### src/rtl/irq_ctrl_pkg.sv
// rtl/irq_ctrl_pkg.sv - register offsets and TYPE encodings shared by irq_ctrl
package irq_ctrl_pkg;

  localparam logic [1:0] IRQ_STATUS  = 2'd0;
  localparam logic [1:0] IRQ_ENABLE  = 2'd1;
  localparam logic [1:0] IRQ_TYPE    = 2'd2;
  localparam logic [1:0] IRQ_PENDING = 2'd3;

  localparam logic TYPE_EDGE  = 1'b1;
  localparam logic TYPE_LEVEL = 1'b0;

endpackage

### src/rtl/irq_ctrl_if.sv
// rtl/irq_ctrl_if.sv - shared 5-bit address / 8-bit data CSR bus
interface irq_ctrl_if;

  logic [4:0] csr_a;
  logic [7:0] csr_di;
  logic       csr_we;
  logic [7:0] csr_do;

  modport master (output csr_a, output csr_di, output csr_we, input csr_do);
  modport slave  (input csr_a, input csr_di, input csr_we, output csr_do);

endinterface

### src/rtl/irq_sync_edge.sv
// rtl/irq_sync_edge.sv - 2-FF synchroniser plus one history flop per bit, gives level and rising edge
module irq_sync_edge #(
  parameter int WIDTH = 8
) (
  input  logic             clk,
  input  logic             rst_n,
  input  logic [WIDTH-1:0] d,
  output logic [WIDTH-1:0] s,
  output logic [WIDTH-1:0] rise
);

  logic [WIDTH-1:0] meta_q, meta_d;
  logic [WIDTH-1:0] sync_q, sync_d;
  logic [WIDTH-1:0] hist_q, hist_d;

  always_comb begin
    meta_d = d;
    sync_d = meta_q;
    hist_d = sync_q;
  end

  always_ff @(posedge clk or negedge rst_n) begin
    if (!rst_n) begin
      meta_q <= '0;
      sync_q <= '0;
      hist_q <= '0;
    end else begin
      meta_q <= meta_d;
      sync_q <= sync_d;
      hist_q <= hist_d;
    end
  end

  assign s    = sync_q;
  assign rise = sync_q & ~hist_q;

endmodule

### src/rtl/irq_ctrl.sv
// rtl/irq_ctrl.sv - sticky interrupt status with enable/type masks and a re-trigger gap on irq_out
module irq_ctrl
  import irq_ctrl_pkg::*;
#(
  parameter logic [4:0] BASE_ADDR  = 5'h18,
  parameter int         NUM_IRQS   = 8,
  parameter int         GAP_CYCLES = 4
) (
  input  logic                clk,
  input  logic                rst_n,
  irq_ctrl_if.slave           csr,
  input  logic [NUM_IRQS-1:0] irq_in,
  output logic                irq_out
);

  localparam int GW = (GAP_CYCLES > 0) ? $clog2(GAP_CYCLES + 1) : 1;

  logic [NUM_IRQS-1:0] s, rise, set, w1c, wdata;
  logic [NUM_IRQS-1:0] status_q, status_d, enable_q, enable_d, type_q, type_d;
  logic [NUM_IRQS-1:0] pend_now, pend_next;
  logic [GW-1:0]       gap_q, gap_d;
  logic                irq_out_q, irq_out_d;
  logic [4:0]          off;
  logic                in_win, wr_status, wr_enable, wr_type;
  logic [7:0]          rdata;

  irq_sync_edge #(.WIDTH(NUM_IRQS)) u_sync (
    .clk  (clk),
    .rst_n(rst_n),
    .d    (irq_in),
    .s    (s),
    .rise (rise)
  );

  // Unsigned wrap makes addresses below the base land far outside the window.
  assign off       = csr.csr_a - BASE_ADDR;
  assign in_win    = off < 5'd4;
  assign wdata     = csr.csr_di[NUM_IRQS-1:0];
  assign wr_status = csr.csr_we && in_win && (off[1:0] == IRQ_STATUS);
  assign wr_enable = csr.csr_we && in_win && (off[1:0] == IRQ_ENABLE);
  assign wr_type   = csr.csr_we && in_win && (off[1:0] == IRQ_TYPE);

  always_comb begin
    set = '0;
    for (int i = 0; i < NUM_IRQS; i++) begin
      set[i] = (type_q[i] == TYPE_EDGE) ? rise[i] : s[i];
    end
    w1c       = wr_status ? wdata : '0;
    status_d  = (status_q & ~w1c) | set;
    enable_d  = wr_enable ? wdata : enable_q;
    type_d    = wr_type ? wdata : type_q;
    pend_now  = status_q & enable_q;
    pend_next = status_d & enable_d;
    // Gap only when the host already saw a request and another one is still waiting.
    if ((wr_status || wr_enable) && (|pend_now) && (|pend_next)) begin
      gap_d = GW'(GAP_CYCLES);
    end else if (gap_q != '0) begin
      gap_d = gap_q - GW'(1);
    end else begin
      gap_d = gap_q;
    end
    irq_out_d = (|pend_now) && (gap_q == '0);
  end

  always_ff @(posedge clk or negedge rst_n) begin
    if (!rst_n) begin
      status_q  <= '0;
      enable_q  <= '0;
      type_q    <= '0;
      gap_q     <= '0;
      irq_out_q <= 1'b0;
    end else begin
      status_q  <= status_d;
      enable_q  <= enable_d;
      type_q    <= type_d;
      gap_q     <= gap_d;
      irq_out_q <= irq_out_d;
    end
  end

  always_comb begin
    rdata = 8'h00;
    if (in_win) begin
      case (off[1:0])
        IRQ_STATUS:  rdata = 8'(status_q);
        IRQ_ENABLE:  rdata = 8'(enable_q);
        IRQ_TYPE:    rdata = 8'(type_q);
        IRQ_PENDING: rdata = 8'(pend_now);
        default:     rdata = 8'h00;
      endcase
    end
  end

  assign csr.csr_do = rdata;
  assign irq_out    = irq_out_q;

endmodule

### src/flat_wrapper.sv
// flat-port wrapper written by rule: the top's interface ports become plain ports
module irq_ctrl_flat import irq_ctrl_pkg::*;
#(
  parameter logic [4:0] BASE_ADDR  = 5'h18,
  parameter int         NUM_IRQS   = 8,
  parameter int         GAP_CYCLES = 4
)
  (clk, rst_n, irq_in, irq_out, csr_csr_a, csr_csr_di, csr_csr_we, csr_csr_do);
  irq_ctrl_if csr_i ();
  input  logic clk;
  input  logic rst_n;
  input  logic [NUM_IRQS-1:0] irq_in;
  output logic irq_out;
  input wire logic [$bits(csr_i.csr_a)-1:0] csr_csr_a;
  input wire logic [$bits(csr_i.csr_di)-1:0] csr_csr_di;
  input wire logic [$bits(csr_i.csr_we)-1:0] csr_csr_we;
  output wire logic [$bits(csr_i.csr_do)-1:0] csr_csr_do;
  assign csr_i.csr_a = csr_csr_a;
  assign csr_i.csr_di = csr_csr_di;
  assign csr_i.csr_we = csr_csr_we;
  assign csr_csr_do = csr_i.csr_do;
  irq_ctrl #(.BASE_ADDR(BASE_ADDR), .NUM_IRQS(NUM_IRQS), .GAP_CYCLES(GAP_CYCLES)) u_core (.clk(clk), .rst_n(rst_n), .csr(csr_i), .irq_in(irq_in), .irq_out(irq_out));
endmodule
### config.mk
export PLATFORM = sky130hd
export DESIGN_NAME = irq_ctrl_flat
export DESIGN_NICKNAME = d
export VERILOG_FILES = /design/src/rtl/irq_ctrl_pkg.sv /design/src/rtl/irq_ctrl_if.sv /design/src/rtl/irq_sync_edge.sv /design/src/rtl/irq_ctrl.sv /design/src/flat_wrapper.sv
export SDC_FILE = /design/constraint.sdc
export NUM_CORES = 1
export LEC_CHECK = 0
export BUFFER_PORTS_ARGS = -buffer_cell sky130_fd_sc_hd__buf_2
export CAP_MARGIN = 30
export CORE_MARGIN = 2
export CORE_UTILIZATION = 50
export CTS_CLUSTER_SIZE = 25
export DETAILED_ROUTE_END_ITERATION = 16
export HOLD_SLACK_MARGIN = 0.05
export PLACE_DENSITY_LB_ADDON = 0.12
export SYNTH_ARGS = -nofsm -noshare
export SYNTH_HDL_FRONTEND = slang
export SYNTH_SLANG_ARGS = --single-unit
### constraint.sdc
create_clock -name clk -period 1.4 [get_ports clk]
set_input_delay 0.14 -clock clk [delete_from_list [all_inputs] [get_ports clk]]
set_output_delay 0.14 -clock clk [all_outputs]
set_load 0.01 [all_outputs]
# Yosys cells after proc, flatten, opt, wreduce, memory -nomap -nowiden
# Index checks and enable logic that the tools add are counted.
[classes]
order_cmp = 1
bitwise_logic = 7
n_addsub = 2
n_reduce_logical = 14
eq_ne = 3
mux = 14
[ops]
columns = ["operator", "n"]
rows = [
  ["AND 8 bit", 4],
  ["one-hot mux 8 bit (4 select lines)", 1],
  ["2-to-1 mux 8 bit", 3],
  ["inverter 8 bit", 2],
  ["OR reduction 8 bit", 2],
  ["2-to-1 mux 1 bit", 8],
  ["OR 8 bit", 1],
  ["logical AND 1 bit", 7],
  ["2-to-1 mux 3 bit", 2],
  ["less-than comparator 5 x 3 -> 1 bit, second input constant", 1],
  ["subtractor 5 bit, second input constant", 1],
  ["== test 2 bit, second input constant", 2],
  ["logical NOT 3 bit", 1],
  ["nonzero test 3 bit", 1],
  ["subtractor 3 x 1 -> 3 bit, second input constant", 1],
  ["== test 2 x 1 -> 1 bit, second input constant", 1],
  ["logical NOT 2 bit", 1],
  ["nonzero test 2 bit", 1],
  ["logical OR 1 bit", 1],
]
[totals]
input_bits = 24
regBits = 52
out_inout_bits = 9
wordCells = 49

# Longest topological paths before layout
# Gate-level depths: netlist of run 1.
[depth]
ltp_word = 12
ltp_mapped = 7
mapped_depth_nobuf = 6

# Hierarchy
# Synthesis of run 1 repeated with hierarchy kept, for this count alone.
[hier_totals]
cells_unflattened = 179
area_unflattened_um2 = 2296.0
[modules_own_cells]
columns = ["mod", "area_per_inst_um2", "instances", "seq_area_each_um2", "cells_each"]
rows = [
  ["irq_ctrl", 1585.3, 1, 700.7, 147],
  ["irq_sync_edge", 710.7, 1, 600.6, 32],
]

# Worst setup path before layout of run 1
# Ideal clock, no wire load.
[synth_timing]
path_kind = "in2reg"
from = "input port csr_csr_a[2]"
to = "register u_core.gap_q[2]"
n_path_buf = 0
slack_ps = -387
setup_ps = 124
cell_stages = 6
t_arrival_ps = 1663
t_required_ps = 1276
path_cell_list = "nand4b_4 nor2_2 mux2_4 a2111oi_2 a31oi_1 a211o_1"
[synth_between]
word_cells_on_any_way = 17
cone_classes = "1 x add/sub; 1 x order compare; 3 x mux; 4 x bitwise; 8 x reduce/logical"
[synth_rtl]
columns = ["element", "line_no", "text"]
rows = [
  ["start: declaration", "flat_wrapper.sv:14", "input wire logic [$bits(csr_i.csr_a)-1:0] csr_csr_a;"],
  ["subtractor 5 bit (*)", "irq_ctrl.sv:36", "assign off = csr.csr_a - BASE_ADDR;"],
  ["less-than comparator 5 x 3 -> 1 bit (*)", "irq_ctrl.sv:37", "assign in_win = off < 5'd4;"],
  ["logical AND 1 bit (*) (2 in series)", "irq_ctrl.sv:40", "assign wr_enable = csr.csr_we && in_win && (off[1:0] == IRQ_ENABLE);"],
  ["2-to-1 mux 8 bit (*)", "irq_ctrl.sv:50", "enable_d = wr_enable ? wdata : enable_q;"],
  ["via u_core.enable_d[5]", "irq_ctrl.sv:19", "logic [NUM_IRQS-1:0] status_q, status_d, enable_q, enable_d, type_q, type_d;"],
  ["AND 8 bit (*)", "irq_ctrl.sv:53", "pend_next = status_d & enable_d;"],
  ["OR reduction 8 bit (*)", "irq_ctrl.sv:55", "if ((wr_status || wr_enable) && (|pend_now) && (|pend_next)) begin"],
  ["logical AND 1 bit (*)", "irq_ctrl.sv:55", ""],
  ["2-to-1 mux 3 bit or nonzero test 2 bit (tied branches)", "--", ""],
  ["end signal: assignment", "irq_ctrl.sv:76", "gap_q <= gap_d;"],
  ["end: declaration", "irq_ctrl.sv:21", "logic [GW-1:0] gap_q, gap_d;"],
]
# The timed path passes the listed nets; every way through them passes the cells marked *.
# A chain may end at the register's enable or synchronous reset.

# Worst setup path in the final report of run 1
[layout_timing]
from = "register u_core.enable_q[5]"
to = "register u_core.gap_q[2]"
[layout_between]
elab_chain_len = 5
word_cells_on_any_way = 9
cone_classes = "2 x mux; 2 x bitwise; 5 x reduce/logical"
[layout_lines]
columns = ["element", "line_no", "text"]
rows = [
  ["start: declaration", "irq_ctrl.sv:19", ""],
  ["start signal: assignment", "irq_ctrl.sv:74", "enable_q <= enable_d;"],
  ["2-to-1 mux 8 bit (*)", "irq_ctrl.sv:50", ""],
  ["via u_core.enable_d[5]", "irq_ctrl.sv:19", ""],
  ["AND 8 bit (*)", "irq_ctrl.sv:53", ""],
  ["OR reduction 8 bit (*)", "irq_ctrl.sv:55", ""],
  ["logical AND 1 bit (*)", "irq_ctrl.sv:55", ""],
  ["2-to-1 mux 3 bit or nonzero test 2 bit (tied branches)", "--", ""],
]
# Marks and branches as above.

==> run metrics, run 1 <==
Std-Cell Rows 24; Die Ht 70.0 um; Area growth, synth to finish 42.1%; starting density of the core 51.1%; FF/Latch Area 0.00130 sq mm; Die Width 70.0 um; critical path's top delay family compound AO/OA/AOI/OAI gates; Vias 1,714; FILL cells 291; setup ws final -0.236 ns; R2R Setup Slk -0.24 ns; Total Wirelength 5.41 mm; pin count of the biggest net entering global routing 53; Final Hold Fails 0; Worst-Margin Slew 0.352 ns; CTS buffer count 5; CP max FO 3; Clock Skew 0.0124 ns; Avg Vias per Cell 5.49; period utilization 117%; Post-DP HPWL 3.71 mm; Synth Warn # 0; pre-CTS WS -0.564 ns; number of flops mapped to enable cells by yosys 0; CP Cell Sequence mux2_4 > a2111oi_4 > a31oi_4 > a211o_1; Clock power frac 27.8%; multi-input logic area 972 sq um; initial antenna violation count 0; syn nets 200; CP required 1.59 ns; RSZ-0062 raised after global routing yes; Most used DFF post-synth dfrtp_1; DRT iter0 DRCs 150; sw frac 28.1%; Combinational Power Share 24.5%; Async SR Flop Fraction 100%; Psw 1.06 mW; kind of critical path register to register; crit path launch type register; top post-synthesis cells by area dfrtp_1, mux2_2, mux2i_1; TritonRoute pass-1 iters 4; Syn Inst Count 174; leakage 1.47 nW; #FFs+latches synth 52; post-synth top area share 59.7%; Final Max Tran Viols 0; CTS H-tree lvls 2; proportion of layout cells with a drive suffix above 1 49.6%; Largest stage delay, worst path 0.43 ns; Synth Cell Area 0.00218 sq mm; most common cell after layout, fill and taps aside dfrtp_1; P_int 2.71 mW; Hold Startpoint csr_csr_di[1]; status complete, but fails checks; Worst EP arrival 1.82 ns; Total Routing Usage GR 22.0%; root buffer cell clkbuf_8; I/O Pins 33; reg2reg start u_core.enable_q[5]$_DFF_PN0_; GRT Residual Overflow 0; max-cap violations 0; CTS tree yes; worst-case vdd ir drop 985 uV; Worst R2R Path Depth 4; Max Clk Rate 0.611 GHz; Clock Pin Slew Worst Setup and Hold Paths 0.10 ns; worst r2r dst u_core.gap_q[2]$_DFFE_PN0P_; first-pass GRT wire length 8.45 mm; final RePlAce weighted congestion 0.928; number of global-route vias before repair 1,759; Final min period 1.64 ns; Die Area 0.00491 sq mm; input/output buffers 32; crit path capture type register; most frequent cells in the layout dfrtp_1, buf_4, buf_2; Yosys cell types 38; Pwr Density 1220 mW/mm^2; WHS 0.107 ns; CP max-delay cell a2111oi_4; top cell type by total area after synthesis dfrtp_1; Sink Count 52; Setup-failing EPs final 6; sequential element share of the synthesized area 59.7%; worst hold-check path type input pin to register; relative slew slack 76.5%; nets 285; Core Area 0.00426 sq mm; Synth Area per Inst 12.5 sq um; Max Root-Sink Buffers 2; DRC viols 0; Worst Hold End u_core.type_q[1]$_DFFE_PN0P_; Clk Latency, worst-skew pair 0.30 ns; failing checks negative setup slack; Buffers & Inverters on Critical Path 0; DR WL/cell 17.3 um; Sequential Power Share 47.7%; Hold Crit Depth 2; ANT cells 0; antenna viol nets, final 0
-- through the flow --
step	setup TNS [ns]	instances	util, %	cell area (sq um)	power [mW]
finish	-0.547	312	72.7	3100	3.77
global route	-0.854	312	72.7	3100	3.95
CTS	-0.554	310	69.5	2970	3.69
detailed placement	-2.79	293	63.6	2710	2.62
global placement	-2.49	293	63.6	2710	2.57
floorplan	-0.471	174	-	2210	2.28
-- layout make-up --
type	count	share of cell area, %
tap	52	2.10
clock inverter	3	1.49
inverter	10	1.21
multi-input combinational	107	31.4
sequential	52	42.0
timing repair buffer	83	19.6
clock buffer	5	2.22
-- power groups by stage --
stage          clock, mW  sequential (mW)  combinational [mW]
2_1_floorplan          0             1.80               0.476
3_3_place_gp           0             1.81               0.759
3_5_place_dp           0             1.82               0.803
4_1_cts             1.06             1.79               0.842
5_1_grt             1.12             1.82                1.01
6_report            1.05             1.80               0.925
-- sequential cells by signal, summed over array words and instances, names as in the netlist --
name,flops
u_core.status_q,8
u_core.type_q,8
u_core.enable_q,8
u_core.u_sync.s,8
u_core.u_sync.meta_q,8
u_core.u_sync.hist_q,8
u_core.irq_out,1
u_core.gap_q,3
-- per-layer routing --
layer  wire, um  vias to the layer above  GRT usage (%)
li1           -                      801              -
met5          0                        -              0
met3        230                        4           3.46
met1       2350                      857           29.9
met2       2780                       52           37.2
met4         51                        0           5.34
-- how the worst max path moves through the flow --
stage                                 startpoint                          end  cells after the start
floorplan                           csr_csr_a[2]  u_core.gap_q[2]$_DFFE_PN0P_                      6
global placement                    csr_csr_a[2]  u_core.gap_q[2]$_DFFE_PN0P_                      8
detailed placement                  csr_csr_a[2]  u_core.gap_q[2]$_DFFE_PN0P_                      8
CTS                 u_core.enable_q[5]$_DFF_PN0_  u_core.gap_q[2]$_DFFE_PN0P_                      4
global route        u_core.type_q[5]$_DFFE_PN0P_  u_core.gap_q[2]$_DFFE_PN0P_                      6
finish              u_core.enable_q[5]$_DFF_PN0_  u_core.gap_q[2]$_DFFE_PN0P_                      4
-- synth_stat cells (2+ instances only) --
library cell / number
clkbuf_1: 2
buf_2: 2
nand2_1: 18
dfrtp_1: 52
mux2_2: 12
o21ai_0: 3
mux2i_1: 8
inv_1: 9
a21o_1: 4
o22ai_1: 8
a22oi_1: 9
nand3_1: 3
nor2_1: 5
a211oi_1: 8
a31oi_1: 5
nand2b_1: 2
nor2b_1: 2
ha_1: 2
-- logic make-up (layout without fill, tap and decap cells) --
logic type                 count (synthesis)  count (layout)  share of synthesized area (%)
AOI/OAI and AO/OA                         45              45                           15.8
and+or+nand+nor                           38              38                           9.35
xor gates and xnor gates                   1               1                          0.402
adders and majority gates                  2               2                           1.15
buffers and inverters                     15             101                           3.04
muxes                                     21              21                           10.6
DFF                                       52              52                           59.7
-- repair_timing --
| item | 4_1_cts | 5_1_grt |
|---|---|---|
| pin swaps | 8 | 11 |
| hold buffers | 9 | 0 |
| setup endpoints to repair | 6 | 11 |
| endpoints found under the hold margin | 60 | 0 |
| resized for setup | 10 | 29 |
| buffers inserted | 0 | 5 |
No activity file was read; power rests on OpenSTA's default activity.
==> inputs of run 2 (changes only) <==
- PLACE_DENSITY: default -> 0.85
- PLACE_DENSITY_LB_ADDON: 0.12 -> default
==> run 2 against run 1 <==
Compared with the run above:
- the run still ends with negative setup slack left
- count of clock-buffer cells in the layout rose by 2
- total power shrank 5.1%
- worst setup slack worse by 0.024 ns
- clock power is 22% lower
- final area up 0.24%
- sequential power barely moved
- highest routed layer unchanged
==> run metrics, run 2 (synthesized netlist as in run 1, its figures left out) <==
status complete, but fails checks; failing checks negative setup slack; Die Area 0.00491 sq mm; final RePlAce weighted congestion 0.931; GRT Residual Overflow 0; Max Clk Rate 0.602 GHz; FILL cells 274; TritonRoute pass-1 iters 4; Clk Latency, worst-skew pair 0.30 ns; first-pass GRT wire length 8.59 mm; worst hold-check path type input pin to register; Worst Hold End u_core.type_q[1]$_DFFE_PN0P_; CP max FO 3; R2R Setup Slk -0.26 ns; I/O Pins 33; Max Root-Sink Buffers 2; relative slew slack 78.9%; ANT cells 0; pre-CTS WS -0.517 ns; Clock Pin Slew Worst Setup and Hold Paths 0.09 ns; DP Cell Count 293; Clock Skew 0.00859 ns; worst r2r dst u_core.gap_q[0]$_DFFE_PN0P_; max-cap violations 0; RSZ-0062 raised after global routing yes; number of global-route vias before repair 1,867; Hold Startpoint csr_csr_di[1]; most frequent cells in the layout dfrtp_1, buf_4, buf_2; proportion of layout cells with a drive suffix above 1 49.2%; multi-input logic area 951 sq um; crit path launch type register; Vias 1,767; CP Cell Sequence a22oi_1 > and4_1 > or3_4 > a31oi_4 > buf_4 > nor2_2; Final Hold Fails 0; pin count of the biggest net entering global routing 53; DRC viols 0; Avg Vias per Cell 5.59; input/output buffers 32; Sink Count 52; Pwr Density 1150 mW/mm^2; leakage 1.47 nW; Buffers & Inverters on Critical Path 1; WHS 0.128 ns; starting density of the core 51.1%; Final min period 1.66 ns; CP max-delay cell dfrtp_2; kind of critical path register to register; total negative slack -0.896 ns; most common cell after layout, fill and taps aside dfrtp_1; Die Width 70.0 um; root buffer cell clkbuf_8; DRT iter0 DRCs 177; reg2reg start u_core.status_q[3]$_DFF_PN0_; Largest stage delay, worst path 0.44 ns; initial antenna violation count 0; period utilization 119%; Worst-Margin Slew 0.314 ns; Post-DP HPWL 3.69 mm; nets 289; Hold Crit Depth 2; DR WL/cell 18.0 um; crit path capture type register; Worst R2R Path Depth 6; FF/Latch Area 0.00130 sq mm; Worst EP arrival 1.85 ns; critical path's top delay family simple AND/OR/NAND/NOR gates; Area growth, synth to finish 42.5%; Core Area 0.00426 sq mm; CTS buffer count 5; setup ws final -0.261 ns; Total Wirelength 5.70 mm; antenna viol nets, final 0; Total Routing Usage GR 22.4%; Setup-failing EPs final 6; Std-Cell Rows 24; CTS H-tree lvls 2; worst-case vdd ir drop 853 uV; Die Ht 70.0 um; CP required 1.59 ns; Post-Layout Cell Count 316; Final Max Tran Viols 0; CTS tree yes
## run 2: worst max-delay path by stage
stage                                        to                    startpoint  slack, ns  depth (start not counted)
global placement    u_core.gap_q[2]$_DFFE_PN0P_                  csr_csr_a[2]      -0.41                          8
detailed placement  u_core.gap_q[2]$_DFFE_PN0P_                  csr_csr_a[2]      -0.52                          8
finish              u_core.gap_q[0]$_DFFE_PN0P_  u_core.status_q[3]$_DFF_PN0_      -0.26                          6
CTS                 u_core.gap_q[2]$_DFFE_PN0P_                  csr_csr_a[1]      -0.16                          7
floorplan           u_core.gap_q[2]$_DFFE_PN0P_                  csr_csr_a[2]      -0.26                          6
global route        u_core.gap_q[0]$_DFFE_PN0P_  u_core.status_q[3]$_DFF_PN0_      -0.29                          6
## run 2: layout make-up
cell class | instances | share of cell area, %
sequential | 52 | 42.0
multi-input combinational | 107 | 30.6
timing repair buffer | 87 | 21.1
clock buffer | 7 | 2.46
tap | 52 | 2.09
inverter | 10 | 1.45
clock inverter | 1 | 0.282
## run 2: timing repair
action,4_1_cts,5_1_grt
hold endpoints to repair,60,0
endpoints found under the setup margin,10,11
hold buffers,9,0
pin swaps,9,10
resized for setup,19,25
buffers inserted,0,8
## run 2: stage by stage
stage | util [%] | power [mW] | area [sq um]
floorplan | - | 2.28 | 2210
global placement | 63.6 | 2.58 | 2710
detailed placement | 63.6 | 2.64 | 2710
CTS | 69.7 | 3.50 | 2970
global route | 72.9 | 3.75 | 3110
finish | 72.9 | 3.58 | 3110
## run 2: metal layers
layer  share of wire (%)  vias up  GRT usage, %
li1                    -      813             -
met1                  41      884          28.0
met2                  52       59          38.1
met3                 4.5       11          4.18
met4                 1.8        0          10.0
met5                   0        -             0
## run 2: worst register-to-register path, stage by stage (launching register included)
cell     delay [ns]
dfrtp_2        0.44
a22oi_1        0.13
and4_1         0.23
or3_4          0.39
a31oi_4        0.19
buf_4          0.14
nor2_2         0.03
## run 2: where the power goes
part | internal (mW) | switching [mW]
registers | 1.69 | 0.119
logic | 0.500 | 0.456
clock network | 0.358 | 0.460
==> inputs of run 3 (changes only) <==
- CELL_PAD_IN_SITES_DETAIL_PLACEMENT: default -> 0
- CELL_PAD_IN_SITES_GLOBAL_PLACEMENT: default -> 1
- CORE_UTILIZATION: 50 -> 41
- GPL_TIMING_DRIVEN: default -> 1
- PLACE_DENSITY: 0.85 -> 0.86
- SYNTH_HIERARCHICAL: default -> 1
==> run 3 against run 2 <==
Compared with the run above:
- critical path depth up 2
- largest cell class unchanged
- the flow still finishes with violations (negative setup slack)
- clock power up 1%
- total power up 3.5%
- sequential power about the same
==> run metrics, run 3 <==
#FFs+latches synth 52; Final min period 1.78 ns; CTS H-tree lvls 2; Area growth, synth to finish 46.0%; Synth Warn # 6; RSZ-0062 raised after global routing yes; crit path from csr_csr_a[2]; crit path capture type register; Worst R2R Path Depth 6; Vias 1,793; Async SR Flop Fraction 100%; setup ws final -0.384 ns; count leader, synth dfrtp_1; Die Width 78.8 um; Clk Latency, worst-skew pair 0.31 ns; Max Root-Sink Buffers 2; Total Wirelength 5.44 mm; Pwr Density 1100 mW/mm^2; initial antenna violation count 0; Core Util, Final 61.2%; Sink Count 52; status complete, but fails checks; syn nets 205; CP max FO 7; period utilization 127%; Die Ht 78.8 um; DRT iter0 DRCs 85; GRT Residual Overflow 0; first-pass GRT wire length 8.58 mm; most common cell after layout, fill and taps aside dfrtp_1; Synth Area per Inst 12.8 sq um; Final Hold Fails 0; R2R Setup Slk -0.36 ns; max-cap violations 0; Clock Skew 0.00434 ns; sequential element share of the synthesized area 56.7%; most instantiated cells after synthesis dfrtp_1, mux2i_1, mux2_2, nand2_1, inv_1; Post-DP HPWL 3.80 mm; Max Clk Rate 0.561 GHz; worst hold-check path type input pin to register; number of global-route vias before repair 1,810; Setup-failing EPs final 7; Worst-Margin Slew 0.398 ns; I/O Pins 33; root buffer cell clkbuf_8; most frequent cells in the layout dfrtp_1, buf_4, buf_2; final RePlAce weighted congestion 0.830; starting density of the core 42.0%; worst-case vdd ir drop 590 uV; post-synth top area share 56.7%; antenna viol nets, final 0; reg2reg start u_core/u_sync/s[7]$_DFF_PN0_; crit path to u_core/gap_q[2]$_DFFE_PN0P_; ANT cells 0; DRC viols 0; Total Routing Usage GR 18.0%; top post-synthesis cells by area dfrtp_1, mux2i_1, mux2_2; Most used DFF post-synth dfrtp_1; kind of critical path input pin to register; relative slew slack 73.2%; CP required 1.60 ns; WHS 0.101 ns; leakage 1.56 nW; Clock Pin Slew Worst Setup and Hold Paths 0.09 ns; CTS buffer count 5; worst r2r dst u_core/gap_q[2]$_DFFE_PN0P_; Avg Vias per Cell 5.15; top cell type by total area after synthesis dfrtp_1; TritonRoute pass-1 iters 4; Worst EP arrival 1.99 ns; pin count of the biggest net entering global routing 53; input/output buffers 32; Die Area 0.00621 sq mm; DR WL/cell 15.6 um; Yosys cell types 33; failing checks negative setup slack; Core Area 0.00547 sq mm; nets 301; Post-Layout Cell Count 348; Power Total 3.70 mW; number of flops mapped to enable cells by yosys 0; CTS tree yes; Final Max Tran Viols 0; Syn Inst Count 179; crit path launch type input pin; DP Cell Count 323; Synth Cell Area 0.00230 sq mm; Std-Cell Rows 27; proportion of layout cells with a drive suffix above 1 54.3%
[run 3: cell types whose count changed after synthesis, sizes merged, moves of 4 or more]
cell,change
nor2b,+8
nand2,-7
o31ai,+5
mux2i,+8
a21o,-4
a31oi,-4
[run 3: stage by stage]
step,setup slack [ns],area (sq um),TNS (ns)
CTS,-0.381,3210,-1.17
floorplan,-0.266,2330,-0.546
finish,-0.384,3350,-1.20
global route,-0.442,3350,-1.83
detailed placement,-0.626,2930,-2.84
global placement,-0.468,2930,-2.24
[run 3: power by group]
| part | leakage (nW) | switching [mW] | internal (mW) |
|---|---|---|---|
| clock | 0.0479 | 0.480 | 0.349 |
| sequential | 0.602 | 0.137 | 1.69 |
| combinational | 0.909 | 0.444 | 0.606 |
[run 3: layout make-up]
| cell class | count | area (sq um) |
|---|---|---|
| clock buffer | 5 | 68.8 |
| clock inverter | 3 | 18.8 |
| fill | 452 | 2120 |
| inverter | 11 | 42.5 |
| multi-input combinational | 110 | 1090 |
| sequential | 52 | 1300 |
| tap | 72 | 90.1 |
| timing repair buffer | 95 | 738 |
[run 3: kinds of logic (layout without fill, tap and decap cells)]
kind of cell    count (synthesis)  after routing  share of synthesized area, %
simple gates                   38             38                          12.2
fa+ha+maj                       2              2                          1.09
buf+inv                        17            114                          3.27
flops                          52             52                          56.7
compound gates                 40             40                          13.1
xor+xnor                        1              1                         0.382
mux                            29             29                          13.4
[run 3: worst min path at each step]
stage	start	endpoint	slack, ns	cells past startpoint
2_1_floorplan	rst_n	u_core/enable_q[0]$_DFF_PN0_	-0.16	0
3_3_place_gp	rst_n	u_core/u_sync/meta_q[4]$_DFF_PN0_	0.15	2
3_5_place_dp	rst_n	u_core/u_sync/meta_q[3]$_DFF_PN0_	0.15	2
4_1_cts	csr_csr_di[4]	u_core/type_q[4]$_DFFE_PN0P_	0.09	2
5_1_grt	csr_csr_di[3]	u_core/type_q[3]$_DFFE_PN0P_	0.1	2
6_report	csr_csr_di[3]	u_core/type_q[3]$_DFFE_PN0P_	0.10	2
[run 3: layer usage]
metal  GRT usage (%)  up-vias  share of wire, %  wire, um
li1                -      839                 -         -
met1            23.2      910                45      2440
met2            29.7       35                50      2740
met3            4.20        9               3.1       169
met4            6.72        0               1.6        86
met5               0        -                 0         0
[run 3: what timing repair did]
action,in CTS,in global routing
hold buffers,9,0
endpoints found under the hold margin,60,0
pin swaps,9,6
gates cloned,0,0
resized for setup,20,24
setup buffers,4,6
setup endpoints to repair,11,11
[run 3: worst max-delay path, cell delays in order]
cell and delay (ns):
buf_2 0.11, nand4b_4 0.24, buf_4 0.21, o31ai_2 0.32, a22oi_2 0.16, a2111oi_4 0.38
a31oi_2 0.17, a211o_1 0.25
